`src/rtl/exhaustive_vector_driver.sv`:
```
// Exhaustive stimulus/response stage: walks every input vector of a small
// combinational circuit, holds each for HOLD_CYCLES and grades the response.
module exhaustive_vector_driver #(
  parameter int                   N_IN        = 3,
  parameter int                   HOLD_CYCLES = 10,
  parameter logic [(1<<N_IN)-1:0] EXPECTED    = 8'hEA
) (
  input  logic                   Clk,
  input  logic                   Reset,
  input  logic                   Start,
  output logic [N_IN-1:0]        OutVec,
  input  logic                   RespF,
  output logic                   Busy,
  output logic                   Done,
  output logic [N_IN:0]          ErrCount,
  output logic                   ErrFlag,
  output logic [N_IN-1:0]        FirstErrVec,
  output logic [(1<<N_IN)-1:0]   Observed
);

  localparam int NV = 1 << N_IN;
  localparam int HW = (HOLD_CYCLES > 2) ? $clog2(HOLD_CYCLES) : 1;
  localparam logic [HW-1:0]   HOLD_LAST = HW'(HOLD_CYCLES - 1);
  localparam logic [N_IN-1:0] VEC_LAST  = N_IN'(NV - 1);

  typedef enum logic [1:0] {
    ST_IDLE  = 2'd0,
    ST_DRIVE = 2'd1,
    ST_DONE  = 2'd2
  } state_t;

  state_t            state_q, state_d;
  logic [N_IN-1:0]   vec_q, vec_d;
  logic [HW-1:0]     hold_q, hold_d;
  logic [N_IN:0]     err_q, err_d;
  logic [N_IN-1:0]   first_q, first_d;
  logic [NV-1:0]     obs_q, obs_d;

  // NOTE: every _d gets its current value first so no path through the case
  // leaves a signal unassigned; that is what keeps this block latch-free.
  always_comb begin
    state_d = state_q;
    vec_d   = vec_q;
    hold_d  = hold_q;
    err_d   = err_q;
    first_d = first_q;
    obs_d   = obs_q;

    unique case (state_q)
      ST_IDLE, ST_DONE: begin
        if (Start) begin
          state_d = ST_DRIVE;
          vec_d   = '0;
          hold_d  = '0;
          err_d   = '0;
          first_d = '0;
          obs_d   = '0;
        end
      end

      ST_DRIVE: begin
        if (hold_q != HOLD_LAST) begin
          hold_d = hold_q + 1'b1;
        end else begin
          // Last edge of the window: the response has had HOLD_CYCLES-1 cycles to settle.
          obs_d[vec_q] = RespF;
          if (RespF != EXPECTED[vec_q]) begin
            err_d = err_q + 1'b1;
            if (err_q == '0) first_d = vec_q;
          end
          if (vec_q == VEC_LAST) begin
            state_d = ST_DONE;
          end else begin
            vec_d  = vec_q + 1'b1;
            hold_d = '0;
          end
        end
      end

      default: state_d = ST_IDLE;
    endcase
  end

  // NOTE: state registers use non-blocking assignments so every flop samples
  // the pre-edge value of every other flop, independent of statement order.
  always_ff @(posedge Clk or posedge Reset) begin
    if (Reset) begin
      state_q <= ST_IDLE;
      vec_q   <= '0;
      hold_q  <= '0;
      err_q   <= '0;
      first_q <= '0;
      obs_q   <= '0;
    end else begin
      state_q <= state_d;
      vec_q   <= vec_d;
      hold_q  <= hold_d;
      err_q   <= err_d;
      first_q <= first_d;
      obs_q   <= obs_d;
    end
  end

  assign OutVec      = vec_q;
  assign Busy        = (state_q == ST_DRIVE);
  assign Done        = (state_q == ST_DONE);
  assign ErrCount    = err_q;
  assign ErrFlag     = (err_q != '0);
  assign FirstErrVec = first_q;
  assign Observed    = obs_q;

endmodule

```
`config.mk`:
```
export PLATFORM = sky130hd
export DESIGN_NAME = exhaustive_vector_driver
export DESIGN_NICKNAME = d
export VERILOG_FILES = /design/src/rtl/exhaustive_vector_driver.sv
export SDC_FILE = /design/constraint.sdc
export NUM_CORES = 1
export LEC_CHECK = 0
export ABC_AREA = 1
export BUFFER_PORTS_ARGS = -buffer_cell sky130_fd_sc_hd__buf_4
export CAP_MARGIN = 20
export CORE_ASPECT_RATIO = 0.9
export CORE_MARGIN = 2
export CORE_UTILIZATION = 49
export CTS_CLUSTER_DIAMETER = 200
export DETAILED_ROUTE_END_ITERATION = 8
export MAX_ROUTING_LAYER = met4
export PLACE_DENSITY = 0.8
export SLEW_MARGIN = 10
export SYNTH_ARGS = -nofsm -noshare
export SYNTH_HDL_FRONTEND = slang
export SYNTH_SLANG_ARGS = --single-unit
```
`constraint.sdc`:
```
create_clock -name Clk -period 2.08 [get_ports Clk]
set_input_delay 0.312 -clock Clk [delete_from_list [all_inputs] [get_ports Clk]]
set_output_delay 0.312 -clock Clk [all_outputs]
set_load 0.01 [all_outputs]
```
==> report_table.html <==
<table>
<tr><th>Metric</th><th>Value</th></tr>
<tr><th colspan="2">Power and ir drop</th></tr>
<tr><td>Share of power burned in the clock network</td><td>0.093</td></tr>
<tr><td>Leakage Power</td><td>0.852 nW</td></tr>
<tr><td>Power share of the sequential group</td><td>0.377</td></tr>
<tr><td>Power Density</td><td>1380 nW/µm²</td></tr>
<tr><td>Gate power share</td><td>0.529</td></tr>
<tr><td>Net Sw Power</td><td>0.00106 W</td></tr>
<tr><td>Peak supply drop</td><td>0.660 mV</td></tr>
<tr><td>Total internal power</td><td>~0.0012 W</td></tr>
<tr><td>Switching part of the total power</td><td>0.459</td></tr>
<tr><th colspan="2">CTS</th></tr>
<tr><td>Clock root buffer</td><td>sky130_fd_sc_hd__clkbuf_4</td></tr>
<tr><td>Clk pin slew, worst setup/hold paths</td><td>130 ps</td></tr>
<tr><td>CTS max path bufs</td><td>2</td></tr>
<tr><td>Cells resized by post-CTS repair</td><td>0</td></tr>
<tr><td>CTS H-tree depth</td><td>1</td></tr>
<tr><td>Number of sinks driven by the clock tree</td><td>24</td></tr>
<tr><td>Number of clock buffers inserted by TritonCTS</td><td>3</td></tr>
<tr><td>Number of buffers inserted for hold repair after clock tree synthesis</td><td>0</td></tr>
<tr><td>Post-CTS setup repair buffer count</td><td>0</td></tr>
<tr><td>Clock tree from TritonCTS</td><td>yes</td></tr>
<tr><td>Worst-skew pair later-pin latency</td><td>~330 ps</td></tr>
<tr><th colspan="2">Die</th></tr>
<tr><td>Die area</td><td>3380 µm²</td></tr>
<tr><td>Initial core utilization</td><td>0.518</td></tr>
<tr><td># IOs</td><td>25</td></tr>
<tr><td>CORE AREA</td><td>~2800 µm²</td></tr>
<tr><td>Die Y</td><td>around 55 µm</td></tr>
<tr><td>Standard-cell row count</td><td>18</td></tr>
<tr><td>Width of the die</td><td>61.0 µm</td></tr>
<tr><th colspan="2">Routing</th></tr>
<tr><td>Count of antenna-violating nets left after detailed routing</td><td>0</td></tr>
<tr><td>Average vias per placed instance</td><td>5.17</td></tr>
<tr><td>Wire length after detailed routing</td><td>between 2 and 3 mm</td></tr>
<tr><td>Vias post-DR</td><td>approximately 1200</td></tr>
<tr><td>Number of DRC violations after detailed-routing iteration 0</td><td>between 40 and 50</td></tr>
<tr><td>Average wire per standard cell</td><td>~13 µm</td></tr>
<tr><td>DRC violation count after routing</td><td>0</td></tr>
<tr><td>Count of TritonRoute iterations in the first routing pass</td><td>4</td></tr>
<tr><th colspan="2">Global routing</th></tr>
<tr><td>Global-route wire length before repair</td><td>5.31 mm</td></tr>
<tr><td>Global routing usage summed across all routing layers</td><td>0.214</td></tr>
<tr><td>Vias in the first global route</td><td>1174</td></tr>
<tr><td>Total congestion overflow</td><td>0</td></tr>
<tr><td>Initial antenna violation count</td><td>0</td></tr>
<tr><td>Maximum number of pins on one net before global-route repair</td><td>25</td></tr>
<tr><th colspan="2">STA</th></tr>
<tr><td>Worst setup skew after layout</td><td>a little over 5 ps</td></tr>
<tr><td>FMAX</td><td>roughly 580 MHz</td></tr>
<tr><td>Final count of negative-setup-slack endpoints</td><td>0</td></tr>
<tr><td>Shortest period the worst path allows</td><td>1710 ps</td></tr>
<tr><td>Number of pins with negative max-slew slack in the final report</td><td>0</td></tr>
<tr><td>Unrepaired setup endpoints after global routing</td><td>false</td></tr>
<tr><td>Hold Vio Cnt, Final</td><td>0</td></tr>
<tr><td>Share of the clock period used by the worst path</td><td>0.823</td></tr>
<tr><td>Max-slew headroom</td><td>0.766</td></tr>
<tr><td>Slew at the pin with the worst max-slew slack</td><td>between 300 and 400 ps</td></tr>
<tr><td>Setup_tns</td><td>0 ps</td></tr>
<tr><th colspan="2">Synthesis</th></tr>
<tr><td>Mapped Area</td><td>about 1400 µm²</td></tr>
<tr><td>Post-Synthesis Net Count</td><td>175</td></tr>
<tr><td>Number of distinct library cell variants in the gate-level netlist after synthesis</td><td>28</td></tr>
<tr><td>Number of warnings printed during yosys synthesis</td><td>0</td></tr>
<tr><td>Ys async rst share</td><td>1.00</td></tr>
<tr><td>Number of storage elements in the synthesis netlist</td><td>24</td></tr>
<tr><td>Sequential cell area fraction in the yosys report</td><td>0.419</td></tr>
<tr><td>Post-Syn Instances</td><td>164</td></tr>
<tr><td>Mean post-synth cell area</td><td>8.74 µm²</td></tr>
<tr><td>Most instantiated flip-flop cell in the synthesis netlist</td><td>sky130_fd_sc_hd__dfrtp_1</td></tr>
<tr><td>Number of synthesized flops with an enable pin</td><td>0</td></tr>
<tr><th colspan="2">Place</th></tr>
<tr><td>Number of cells after detailed placement</td><td>226</td></tr>
<tr><td>Post-detail-place hpwl</td><td>about 2.2 mm</td></tr>
<tr><td>RePlAce Congestion</td><td>0.887</td></tr>
<tr><td>Number of buffers inserted by port buffering</td><td>24</td></tr>
<tr><th colspan="2">Layout</th></tr>
<tr><td>Nets</td><td>202</td></tr>
<tr><td>Share of final-layout standard cells stronger than drive strength 1</td><td>0.296</td></tr>
<tr><td>Inserted Diodes</td><td>0</td></tr>
<tr><td>Count of non-filler cells in the finished layout</td><td>229</td></tr>
<tr><td>Layout filler cell count</td><td>around 260</td></tr>
<tr><td>Area overhead of the layout relative to synthesis</td><td>16.8%</td></tr>
<tr><th colspan="2">Worst setup path</th></tr>
<tr><td>Path depth of the worst reg2reg path</td><td>9</td></tr>
<tr><td>R2R Path Start</td><td>OutVec[1]</td></tr>
<tr><td>Classification of the worst setup path</td><td>flop to output port</td></tr>
<tr><td>Reg2Reg Setup Slack</td><td>450 ps</td></tr>
<tr><td>Max incr delay on CP</td><td>roughly 380 ps</td></tr>
<tr><td>Worst-path maximum fanout</td><td>15</td></tr>
<tr><td>CP max-delay cell</td><td>sky130_fd_sc_hd__dfrtp_1</td></tr>
<tr><td>Ordered list of cells on the worst path</td><td>inv_1 &gt; nand2_2 &gt; inv_6 &gt; buf_4</td></tr>
<tr><td>Crit. End Element</td><td>output port</td></tr>
<tr><td>Destination of the worst register-to-register timing path</td><td>FirstErrVec[1]</td></tr>
<tr><td>Worst path required time</td><td>approximately 1800 ps</td></tr>
<tr><td>Data arrival at the endpoint of the critical path</td><td>around 1400 ps</td></tr>
<tr><td>Startpoint Class</td><td>flop</td></tr>
<tr><th colspan="2">Hold path</th></tr>
<tr><td>Worst hold-check path type</td><td>input pin to async pin</td></tr>
<tr><th colspan="2">Flow run</th></tr>
<tr><td>Max-capacitance violation count</td><td>0</td></tr>
<tr><th colspan="2">Status</th></tr>
<tr><td>Outcome</td><td>complete, no violations</td></tr>
</table>
sequential cells by signal, indices dropped and copies added (netlist names):
signal,cells
FirstErrVec,3
ErrCount,4
Observed,8
OutVec,3
hold_q,4
state_q,2
cell usage after synthesis, drive strengths merged (2+ instances only):
cell type	n	area (µm²)
a21oi	6	30.0
dfrtp	24	601
nor3	3	15.0
xor2	2	17.5
ha	7	87.6
nand3	14	110
nand2	39	215
buf	3	20.0
o21ai	13	76.3
o21bai	4	30.0
nor2	18	70.1
inv	22	90.1
nand4	5	31.3
per-stage QoR:
step | area [µm²] | worst slack [ps] | utilization | total power (W) | hold slack (ps)
detailed placement | 1650 | 455 | 0.596 | 0.00211 | 381
global placement | 1650 | 529 | 0.596 | 0.00205 | 381
floorplan | 1430 | 645 | - | 0.00167 | 327
global route | 1670 | 296 | 0.604 | 0.00253 | 18.3
CTS | 1670 | 381 | 0.604 | 0.00232 | 27.1
finish | 1670 | 369 | 0.604 | 0.00231 | 7.27
worst max-delay path: cells and delay by family (launching register included):
family / cells / cell delay [ps]
buf+inv: 3 / 470
flops: 1 / 380
simple gates: 1 / 210
power by group through the flow:
| stage | Combinational (W) | Sequential, W | Clock [W] |
|---|---|---|---|
| final | 0.00122 | 0.000872 | 0.000215 |
| after global routing | 0.00139 | 0.000910 | 0.000237 |
| after CTS | 0.00123 | 0.000875 | 0.000210 |
| after detailed placement | 0.00123 | 0.000886 | 0 |
| after global placement | 0.00118 | 0.000863 | 0 |
| after floorplan | 0.000773 | 0.000896 | 0 |
per-layer routing:
metal,wire length (µm),track usage,share of wire,vias to the layer above
met3,176,0.0398,0.060,5
met1,1360,0.295,0.46,558
met2,1350,0.310,0.46,39
met4,53,0.0807,0.018,0
met5,0,-,0,-
li1,-,-,-,583
final cells by class:
cell class,count,area [µm²],share of cell area
multi-input cells,115,723,0.432
flip-flops and latches,24,601,0.359
repair buffers,25,188,0.112
inverters,22,90.1,0.0538
well taps,40,50.0,0.0299
clock buffers,3,22.5,0.0135
how the worst max path moves through the flow:
stage | from | end | cells past startpoint
floorplan | OutVec[1] | ErrCount[2] | 9
finish | state_q[1] | Busy | 4
global placement | OutVec[1] | FirstErrVec[2] | 9
detailed placement | OutVec[1] | FirstErrVec[1] | 9
CTS | state_q[1] | Busy | 4
global route | state_q[1] | Busy | 4
cells in the final DEF (no fill, tap or decap), drive strengths merged:
| master | netlist | final |
|---|---|---|
| clkbuf | 0 | 3 |
| nor3 | 3 | 3 |
| buf | 3 | 25 |
| o21ai | 13 | 13 |
| inv | 22 | 22 |
| dfrtp | 24 | 24 |
| xor2 | 2 | 2 |
| nand3 | 14 | 14 |
| ha | 7 | 7 |
| nand4 | 5 | 5 |
| nand3b | 1 | 1 |
| o31ai | 1 | 1 |
| a21oi | 6 | 6 |
| o22ai | 1 | 1 |
| nor2 | 18 | 18 |
| nand2 | 39 | 39 |
| or2 | 1 | 1 |
| o21bai | 4 | 4 |
cell families after synthesis:
logic type | count (synthesis) | share of synthesized area
buffers and inverters | 25 | 0.0768
and+or+nand+nor | 81 | 0.326
adders and majority gates | 7 | 0.0611
AOI/OAI and AO/OA | 25 | 0.105
xor gates and xnor gates | 2 | 0.0122
DFF | 24 | 0.419
Power figures use the tool's default switching activity.
